<file path="config.mk">
export PLATFORM = sky130hd
export DESIGN_NAME = spi_master_tx
export DESIGN_NICKNAME = d
export VERILOG_FILES = /design/src/rtl/spi_pkg.sv /design/src/rtl/spi_clk_div.sv /design/src/rtl/spi_master_tx.sv
export SDC_FILE = /design/constraint.sdc
export NUM_CORES = 1
export LEC_CHECK = 0
export CAP_MARGIN = 15
export CORE_UTILIZATION = 53
export CTS_CLUSTER_DIAMETER = 80
export DETAILED_ROUTE_END_ITERATION = 8
export PLACE_DENSITY = 0.79
export SLEW_MARGIN = 25
export SYNTH_ARGS = -nofsm -noshare
export SYNTH_HDL_FRONTEND = slang
export SYNTH_SLANG_ARGS = --single-unit
</file>
<file path="constraint.sdc">
create_clock -name clk -period 1.95 [get_ports clk]
set_clock_uncertainty 0.15 [all_clocks]
set_input_delay 0.585 -clock clk [delete_from_list [all_inputs] [get_ports clk]]
set_output_delay 0.585 -clock clk [all_outputs]
set_load 0.005 [all_outputs]
</file>
<file path="src/rtl/spi_pkg.sv">
// Shared SPI definitions for the FIR-over-SPI prototype (initiator and slave).
package spi_pkg;

  typedef enum logic [2:0] {
    IDLE,
    SETUP,
    XFER,
    HOLD,
    GAP
  } spi_state_e;

  localparam int unsigned SPI_DATA_W = 16;
  localparam logic        SPI_CPOL   = 1'b0;
  localparam logic        SPI_CPHA   = 1'b0;

endpackage

</file>
<file path="src/rtl/spi_clk_div.sv">
// Free-running divider with synchronous clear; tick is high on the terminal count cycle.
module spi_clk_div #(
  parameter int unsigned DIV = 4
) (
  input  logic clk,
  input  logic n_rst,
  input  logic en,
  input  logic clr,
  output logic tick
);

  localparam int unsigned W = (DIV > 1) ? $clog2(DIV) : 1;

  logic [W-1:0] cnt;

  assign tick = en && (cnt == W'(DIV - 1));

  always_ff @(posedge clk or negedge n_rst) begin
    if (!n_rst) begin
      cnt <= '0;
    end else if (clr) begin
      cnt <= '0;
    end else if (en) begin
      cnt <= tick ? '0 : cnt + 1'b1;
    end
  end

endmodule

</file>
<file path="src/rtl/spi_master_tx.sv">
// SPI mode-0 initiator: one start pulse runs a full-duplex DATA_W-bit frame, MSB first,
// with nss lead, trail and inter-frame gap of CLK_DIV cycles each.
module spi_master_tx
  import spi_pkg::*;
#(
  parameter int unsigned DATA_W  = SPI_DATA_W,
  parameter int unsigned CLK_DIV = 4
) (
  input  logic              clk,
  input  logic              n_rst,
  input  logic              start,
  input  logic [DATA_W-1:0] tx_data,
  input  logic              miso,
  output logic              busy,
  output logic              done,
  output logic [DATA_W-1:0] rx_data,
  output logic              sck,
  output logic              mosi,
  output logic              nss
);

  localparam int unsigned CNT_W = $clog2(DATA_W + 1);

  generate
    if (CLK_DIV < 4) begin : g_clk_div_chk
      $error("spi_master_tx: CLK_DIV must be >= 4");
    end
    if (DATA_W < 2) begin : g_data_w_chk
      $error("spi_master_tx: DATA_W must be >= 2");
    end
  endgenerate

  spi_state_e        state, state_n;
  logic [DATA_W-1:0] tx_shift, tx_shift_n;
  logic [DATA_W-1:0] rx_shift, rx_shift_n;
  logic [DATA_W-1:0] rx_data_n;
  logic [CNT_W-1:0]  bit_cnt, bit_cnt_n;
  logic              sck_n, mosi_n, nss_n, busy_n, done_n;
  logic              tick, launch;

  // Every state transition happens on a tick, so the divider wrap doubles as
  // its reset-on-entry; it is only held clear while idle.
  spi_clk_div #(.DIV(CLK_DIV)) u_clk_div (
    .clk   (clk),
    .n_rst (n_rst),
    .en    (state != IDLE),
    .clr   (state == IDLE),
    .tick  (tick)
  );

  // A start on the gap's final edge is the same edge as the done pulse, which
  // keeps the back-to-back nss-high time at exactly CLK_DIV cycles.
  assign launch = start && ((state == IDLE) || ((state == GAP) && tick));

  always_comb begin
    state_n    = state;
    tx_shift_n = tx_shift;
    rx_shift_n = rx_shift;
    rx_data_n  = rx_data;
    bit_cnt_n  = bit_cnt;
    sck_n      = sck;
    mosi_n     = mosi;
    nss_n      = nss;
    busy_n     = busy;
    done_n     = 1'b0;

    case (state)
      SETUP: begin
        if (tick) begin
          sck_n      = 1'b1;
          rx_shift_n = {rx_shift[DATA_W-2:0], miso};
          state_n    = XFER;
        end
      end
      XFER: begin
        if (tick) begin
          if (sck) begin
            sck_n      = 1'b0;
            tx_shift_n = tx_shift << 1;
            bit_cnt_n  = bit_cnt + 1'b1;
            if (bit_cnt == CNT_W'(DATA_W - 1)) begin
              state_n = HOLD;
            end else begin
              mosi_n = tx_shift[DATA_W-2];
            end
          end else begin
            sck_n      = 1'b1;
            rx_shift_n = {rx_shift[DATA_W-2:0], miso};
          end
        end
      end
      HOLD: begin
        if (tick) begin
          nss_n   = 1'b1;
          mosi_n  = 1'b0;
          state_n = GAP;
        end
      end
      GAP: begin
        if (tick) begin
          rx_data_n = rx_shift;
          done_n    = 1'b1;
          busy_n    = 1'b0;
          state_n   = IDLE;
        end
      end
      default: ;
    endcase

    if (launch) begin
      state_n    = SETUP;
      tx_shift_n = tx_data;
      nss_n      = 1'b0;
      mosi_n     = tx_data[DATA_W-1];
      busy_n     = 1'b1;
      bit_cnt_n  = '0;
    end
  end

  always_ff @(posedge clk or negedge n_rst) begin
    if (!n_rst) begin
      state    <= IDLE;
      tx_shift <= '0;
      rx_shift <= '0;
      rx_data  <= '0;
      bit_cnt  <= '0;
      sck      <= SPI_CPOL;
      mosi     <= 1'b0;
      nss      <= 1'b1;
      busy     <= 1'b0;
      done     <= 1'b0;
    end else begin
      state    <= state_n;
      tx_shift <= tx_shift_n;
      rx_shift <= rx_shift_n;
      rx_data  <= rx_data_n;
      bit_cnt  <= bit_cnt_n;
      sck      <= sck_n;
      mosi     <= mosi_n;
      nss      <= nss_n;
      busy     <= busy_n;
      done     <= done_n;
    end
  end

endmodule

</file>
==> results.cfg, run 1 <==
[status]
status = finished clean

[yosys]
synth_cell_types = 37
netlist_area_um2 = 2649
synth_mux_area_frac = 0.1436
synth_xor_area_frac = 0.01323
syn-num-nets = 216
yosys-top-cells-area = dfrtp_1 (58%), mux2_1 (11%), a22o_1 (4.3%), a21o_1 (3.4%), mux2_2 (2.6%)
synth_top_flop_cell = dfrtp_1
synthArstFlopShare = 1.000
syn_inst = 193
synth-edff-count = 0
syn_area_per_cell_um2 = 13.72
yosys.area_share.simple = 0.07416
synth-adder-area-share = 0.01417
synth_seq_area_share = 0.5862
netlist.area_leader.share = 0.5763
yosys_warnings = 0
synth_compound_area_frac = 0.1266
yosys.area.top_type = dfrtp_1
ys_ff_latch = 62
synth_top_family_by_area = multiplexers

[grt]
grt_max_degree = 30
grt_first_pass_wirelength_um = 7783
grt_usage = 0.2021
grt_overflow = 0
antenna_found_initial = 0
first_global_vias = 1663

[critical_path]
crit_fanout = 2
worst_r2r_path_depth = 7
reg2reg_to = tx_shift[2]
worstSetupStartpointType = register
critPathCaptureType = output pin
worstSetupPathType = reg2out
r2r-start = u_clk_div.cnt[0]
rrSetupSlack_ns = 0.13
critical_path.cell_chain = clkdlybuf4s50_1
path_buf_inv = 1
slowest_stage = clkdlybuf4s50_1
critPathRequiredTime_ns = 1.21
crit_family = buffers and inverters
cpPeakStageDelay_ns = 0.50
arrival_ns = 1.18
critPathLaunch = rx_data[1]

[sta]
period_minus_slack_ns = 1.917
rsz0062_at_grt = no
clock.fmax_mhz = 521.5
setup_ws_ns = 0.03253
tightestPinTransition_ns = 0.5345
period_share = 0.9833
maxSlewHeadroom = 0.6423
finalSetupTns_ns = 0
finalSetupViolations = 0
slew_viol_final = 0
hold_violations = 0

[route]
drcViolationCount = 0
vias = 1680
drt-pass1-iter-count = 4
detail_route.wl_per_cell_um = 14.00
post_drt_via_cell_ratio = 5.217
drtIter0Drc = 70
totalWireLength_um = 4509
ant_nets = 0

[clocking]
clock_latency_ns = 0.34
numCtsBuffers = 9
path_clk_slew_ns = 0.07
cts_tree = done
clock-root-buffer = clkbuf_8
cts.path.max_buffers = 2
cts-hold-fix-buffers = 0
htree_levels = 3
cts_sinks = 62

[job]
cap_violations = 0

[layout]
final_net_count = 273
drive_gt1_frac = 0.2039
antennaDiodeCount = 0
synthToLayoutAreaGrowth_pct = 28.81

[placed_design]
place_ws_ns = -0.3568
dp_hpwl_um = 3061
port_buffers = 40
gp_congestion = 0.7343

[hold_path]
worstHoldPathType = in2async

[die]
start_util = 0.5571
io_pins = 41
die_area_um2 = 5285
core-area_um2 = 4755
die_h_um = 72.70
die_w_um = 72.70
row_count = 25

[power]
power_density_nw_per_um2 = 1226
max-vdd-ir-drop_v = 0.0009789
power.leakage_uw = 0.001825
logic make-up (layout without fill, tap and decap cells):
family	Yosys count	count (layout)
flip-flops	62	62
multiplexers	34	34
buffers and inverters	15	77
AND/OR/NAND/NOR	30	30
adder cells (fa/ha/maj)	3	3
XOR/XNOR	4	4
AO/OA/AOI/OAI	45	45
worst max-delay path by stage:
stage,slack (ns),to,depth (start not counted)
after floorplan,0.15,tx_shift[11],5
after global placement,-0.31,mosi,6
after detailed placement,-0.36,tx_shift[2],6
after CTS,0.001,rx_data[13],1
after global routing,0.00003,rx_data[1],1
final,0.03,rx_data[1],1
flip-flops by register name, indices dropped and copies added, names as in the netlist:
register       flops
bit_cnt            5
busy               1
done               1
mosi               1
nss                1
rx_data           16
rx_shift          16
sck                1
state              3
tx_shift          15
u_clk_div.cnt      2
synth_stat cells, types with 2 or more instances:
cell	instances
ha_1	3
buf_4	4
o21ai_2	2
o21ai_0	4
nor2b_1	2
buf_6	5
nand2_1	6
dfrtp_1	61
a21oi_1	8
xnor2_1	4
nor2_1	7
nor3_1	3
nor2_2	2
mux2_1	26
nor3b_1	2
a22o_1	13
a21o_1	12
mux2_2	6
mux2i_1	2
inv_1	4
layer usage:
metal,wire [um],global-route usage,vias up
met5,0,0,-
met3,155,0.05663,10
met1,2166,0.2722,838
li1,-,-,802
met4,119,0.1176,0
met2,2068,0.2939,30
what timing repair did:
item | CTS | global route
pin swaps | 0 | 1
setup endpoints to repair | 5 | 23
buffers inserted | 2 | 1
cloned | 0 | 0
gates resized for setup | 5 | 12
report_power, final:
group          leakage (uW)  internal [uW]  switching [uW]
registers          0.000812           1660             241
logic              0.000920            706             572
clock network     0.0000934            529             473
total               0.00182           2900            1290
through the flow:
step / hold WS, ns / std cells / utilization / cell area, um^2 / power, uW
5_1_grt: 0.04908 / 322 / 0.7176 / 3412 / 4440
3_3_place_gp: 0.2808 / 303 / 0.6682 / 3177 / 3117
4_1_cts: 0.03001 / 321 / 0.7089 / 3371 / 4208
6_report: 0.02670 / 322 / 0.7176 / 3412 / 4184
3_5_place_dp: 0.2931 / 303 / 0.6682 / 3177 / 3168
2_1_floorplan: 0.1394 / 193 / - / 2649 / 2750
area by class of cell:
class | instances | area (um^2)
sequential | 62 | 1554
fill | 364 | 1343
multi-input combinational | 116 | 997.2
timing repair buffer | 56 | 579.3
clock buffer | 13 | 158.9
tap | 67 | 83.83
inverter | 5 | 20.02
clock inverter | 3 | 18.77
layout by cell type, fill, tap and decap left out, drive strengths merged, types with 7 or more instances in the layout:
cell / synthesis / routed
a21o: 12 / 12
mux2: 32 / 32
clkdlybuf4s50: 0 / 27
dfrtp: 61 / 61
a21oi: 8 / 8
dlymetal6s2s: 0 / 9
buf: 10 / 17
clkbuf: 0 / 13
nor2: 9 / 9
o21ai: 7 / 7
a22o: 13 / 13
(Power assumes the default switching activity.)
==> inputs of run 2 (changes only) <==
--- a/config.mk
+++ b/config.mk
@@ -9,6 +9,7 @@
 export CORE_UTILIZATION = 53
 export CTS_CLUSTER_DIAMETER = 80
 export DETAILED_ROUTE_END_ITERATION = 8
+export GPL_ROUTABILITY_DRIVEN = 0
 export PLACE_DENSITY = 0.79
 export SLEW_MARGIN = 25
 export SYNTH_ARGS = -nofsm -noshare
==> results of run 2 <==
The final DEF is identical to that of run 1; final timing and power are the same.
==> inputs of run 3 (changes only) <==
--- a/config.mk
+++ b/config.mk
@@ -5,6 +5,7 @@
 export SDC_FILE = /design/constraint.sdc
 export NUM_CORES = 1
 export LEC_CHECK = 0
+export ABC_AREA = 1
 export CAP_MARGIN = 15
 export CORE_UTILIZATION = 53
 export CTS_CLUSTER_DIAMETER = 80
==> results.cfg, run 3 <==
[clocking]
cts-hold-fix-buffers = 0
clock-root-buffer = clkbuf_8
cts_tree = done
path_clk_slew_ns = 0.07
cts.path.max_buffers = 2
clock_latency_ns = 0.34
cts_sinks = 62
numCtsBuffers = 9
htree_levels = 3

[critical_path]
critPathLaunch = rx_data[5]
cpPeakStageDelay_ns = 0.49
slowest_stage = clkdlybuf4s50_1
critPathCaptureType = output pin
path_buf_inv = 1
crit_family = buffers and inverters
worst-path-stages = 1
critical_path.cell_chain = clkdlybuf4s50_1
rrSetupSlack_ns = 0.17
critPathRequiredTime_ns = 1.21
worst_r2r_path_depth = 9
crit_path_end = rx_data[5]
worstSetupPathType = reg2out
arrival_ns = 1.16
worstSetupStartpointType = register
reg2reg_to = state[0]
r2r-start = bit_cnt[0]
crit_fanout = 2

[die]
die_area_um2 = 5399
io_pins = 41
die_h_um = 73.48
row_count = 25
start_util = 0.5621
core-area_um2 = 4817
die_w_um = 73.48

[layout]
largestRegisters = rx_data (16), rx_shift (16), tx_shift (15)
n_fill_cell = 378
final_cell_mix = nand2_1 (98), dfrtp_1 (61), o21ai_1 (31), inv_1 (26), clkdlybuf4s50_1 (20)
synthToLayoutAreaGrowth_pct = 26.99
final_common_cell = nand2_1
stdcell_area_um2 = 3438
finish.utilization = 0.7138
final_net_count = 368
multi_input_area_um2 = 940.9
seq_area_um2 = 1553
final-instance-count-excl-fill = 416
antennaDiodeCount = 0
drive_gt1_frac = 0.1461

[grt]
grt_first_pass_wirelength_um = 8528
antenna_found_initial = 0
grt_usage = 0.2139
first_global_vias = 1850
grt_overflow = 0
grt_max_degree = 34

[sta]
finalSetupViolations = 0
period_minus_slack_ns = 1.898
hold_violations = 0
maxSlewHeadroom = 0.6776
rsz0062_at_grt = no
period_share = 0.9734
worst_hold_slack_ns = 0.05784
tightestPinTransition_ns = 0.4829
slew_viol_final = 0
clock.fmax_mhz = 526.8

[yosys]
synthArstFlopShare = 1.000
synth.top_cells.by_count = nand2_1 (98), dfrtp_1 (61), o21ai_1 (31)
yosys-top-cells-area = dfrtp_1 (56%), nand2_1 (14%), o21ai_1 (5.7%), inv_1 (3.6%), a22oi_2 (2.8%)
netlist.area_leader.share = 0.5638
yosys.area.top_type = dfrtp_1
synth-edff-count = 0
syn_area_per_cell_um2 = 9.369
yosys_warnings = 0
syn_inst = 289
ys_ff_latch = 62
syn-num-nets = 312
synth_cell_types = 31
synth_top_flop_cell = dfrtp_1
synth.most_common_cell = nand2_1
netlist_area_um2 = 2708
synth_seq_area_share = 0.5735

[power]
p_sw_uw = 501.3
power_frac_seq = 0.553
power_density_nw_per_um2 = 692.5
clkPwrFrac = 0.406
power.leakage_uw = 0.001905
max-vdd-ir-drop_v = 0.0004789
p_sw_frac = 0.2105
p_int_uw = 1880
p_comb_frac = 0.041

[route]
drt-pass1-iter-count = 4
post_drt_via_cell_ratio = 4.995
drtIter0Drc = 160
detail_route.wl_per_cell_um = 12.16
ant_nets = 0
vias = 2078
drcViolationCount = 0
totalWireLength_um = 5058

[status]
status = finished clean

[placed_design]
port_buffers = 40
dpl-instance-area_um2 = 3174
dp_hpwl_um = 3452
numPlacedInstances = 393

[job]
cap_violations = 0

[hold_path]
worstHoldPathType = in2async
==> run 3: power groups by stage <==
stage | registers [uW] | logic [uW] | clock network [uW]
6_report | 1320 | 98.6 | 967
5_1_grt | 1320 | 111 | 1050
4_1_cts | 1320 | 100 | 996
3_5_place_dp | 1340 | 97.4 | 0
3_3_place_gp | 1340 | 93.9 | 0
2_1_floorplan | 1340 | 17.9 | 0
==> run 3: area by class of cell <==
class,count,area share
well taps,67,0.02438
inverters,31,0.03603
clock inverters,1,0.001456
multi-input cells,186,0.2737
repair buffers,55,0.1656
flip-flops and latches,62,0.4516
clock buffers,14,0.04731
==> run 3: stage by stage <==
stage | total power [uW] | setup TNS, ns | setup slack (ns)
after global routing | 2473 | 0 | 0.0005307
after CTS | 2411 | 0 | 0.001147
final | 2381 | 0 | 0.05182
after floorplan | 1354 | 0 | 0.3371
after global placement | 1432 | 0 | 0.04070
after detailed placement | 1436 | -0.4950 | -0.06049
==> run 3: cell families (layout without fill, tap and decap cells) <==
family                     Yosys count  count (layout)  synth area share
adders and majority gates            3               3           0.01386
DFF                                 62              62            0.5735
AOI/OAI and AO/OA                   55              55            0.1312
xor gates and xnor gates             1               1          0.003235
buffers and inverters               41             101           0.07902
and+or+nand+nor                    127             127            0.1992
==> run 3: per-layer routing <==
metal / GRT usage / vias to the layer above / share of wire
met5: 0 / - / 0
met4: 0.1218 / 0 / 0.017
met3: 0.04801 / 8 / 0.040
met2: 0.3160 / 50 / 0.46
met1: 0.2922 / 976 / 0.48
li1: - / 1044 / -
==> run 3: worst min path at each step <==
stage	startpoint	to	slack [ns]
finish	n_rst	tx_shift[5]	0.06
global route	n_rst	tx_shift[5]	0.07
CTS	n_rst	tx_shift[7]	0.06
detailed placement	u_clk_div.cnt[0]	u_clk_div.cnt[0]	0.29
global placement	u_clk_div.cnt[0]	u_clk_div.cnt[0]	0.28
floorplan	n_rst	bit_cnt[0]	0.14
==> run 3: what timing repair did <==
| action | CTS | global route |
|---|---|---|
| resized for setup | 3 | 16 |
| setup endpoints to repair | 5 | 16 |
| buffers inserted | 2 | 6 |
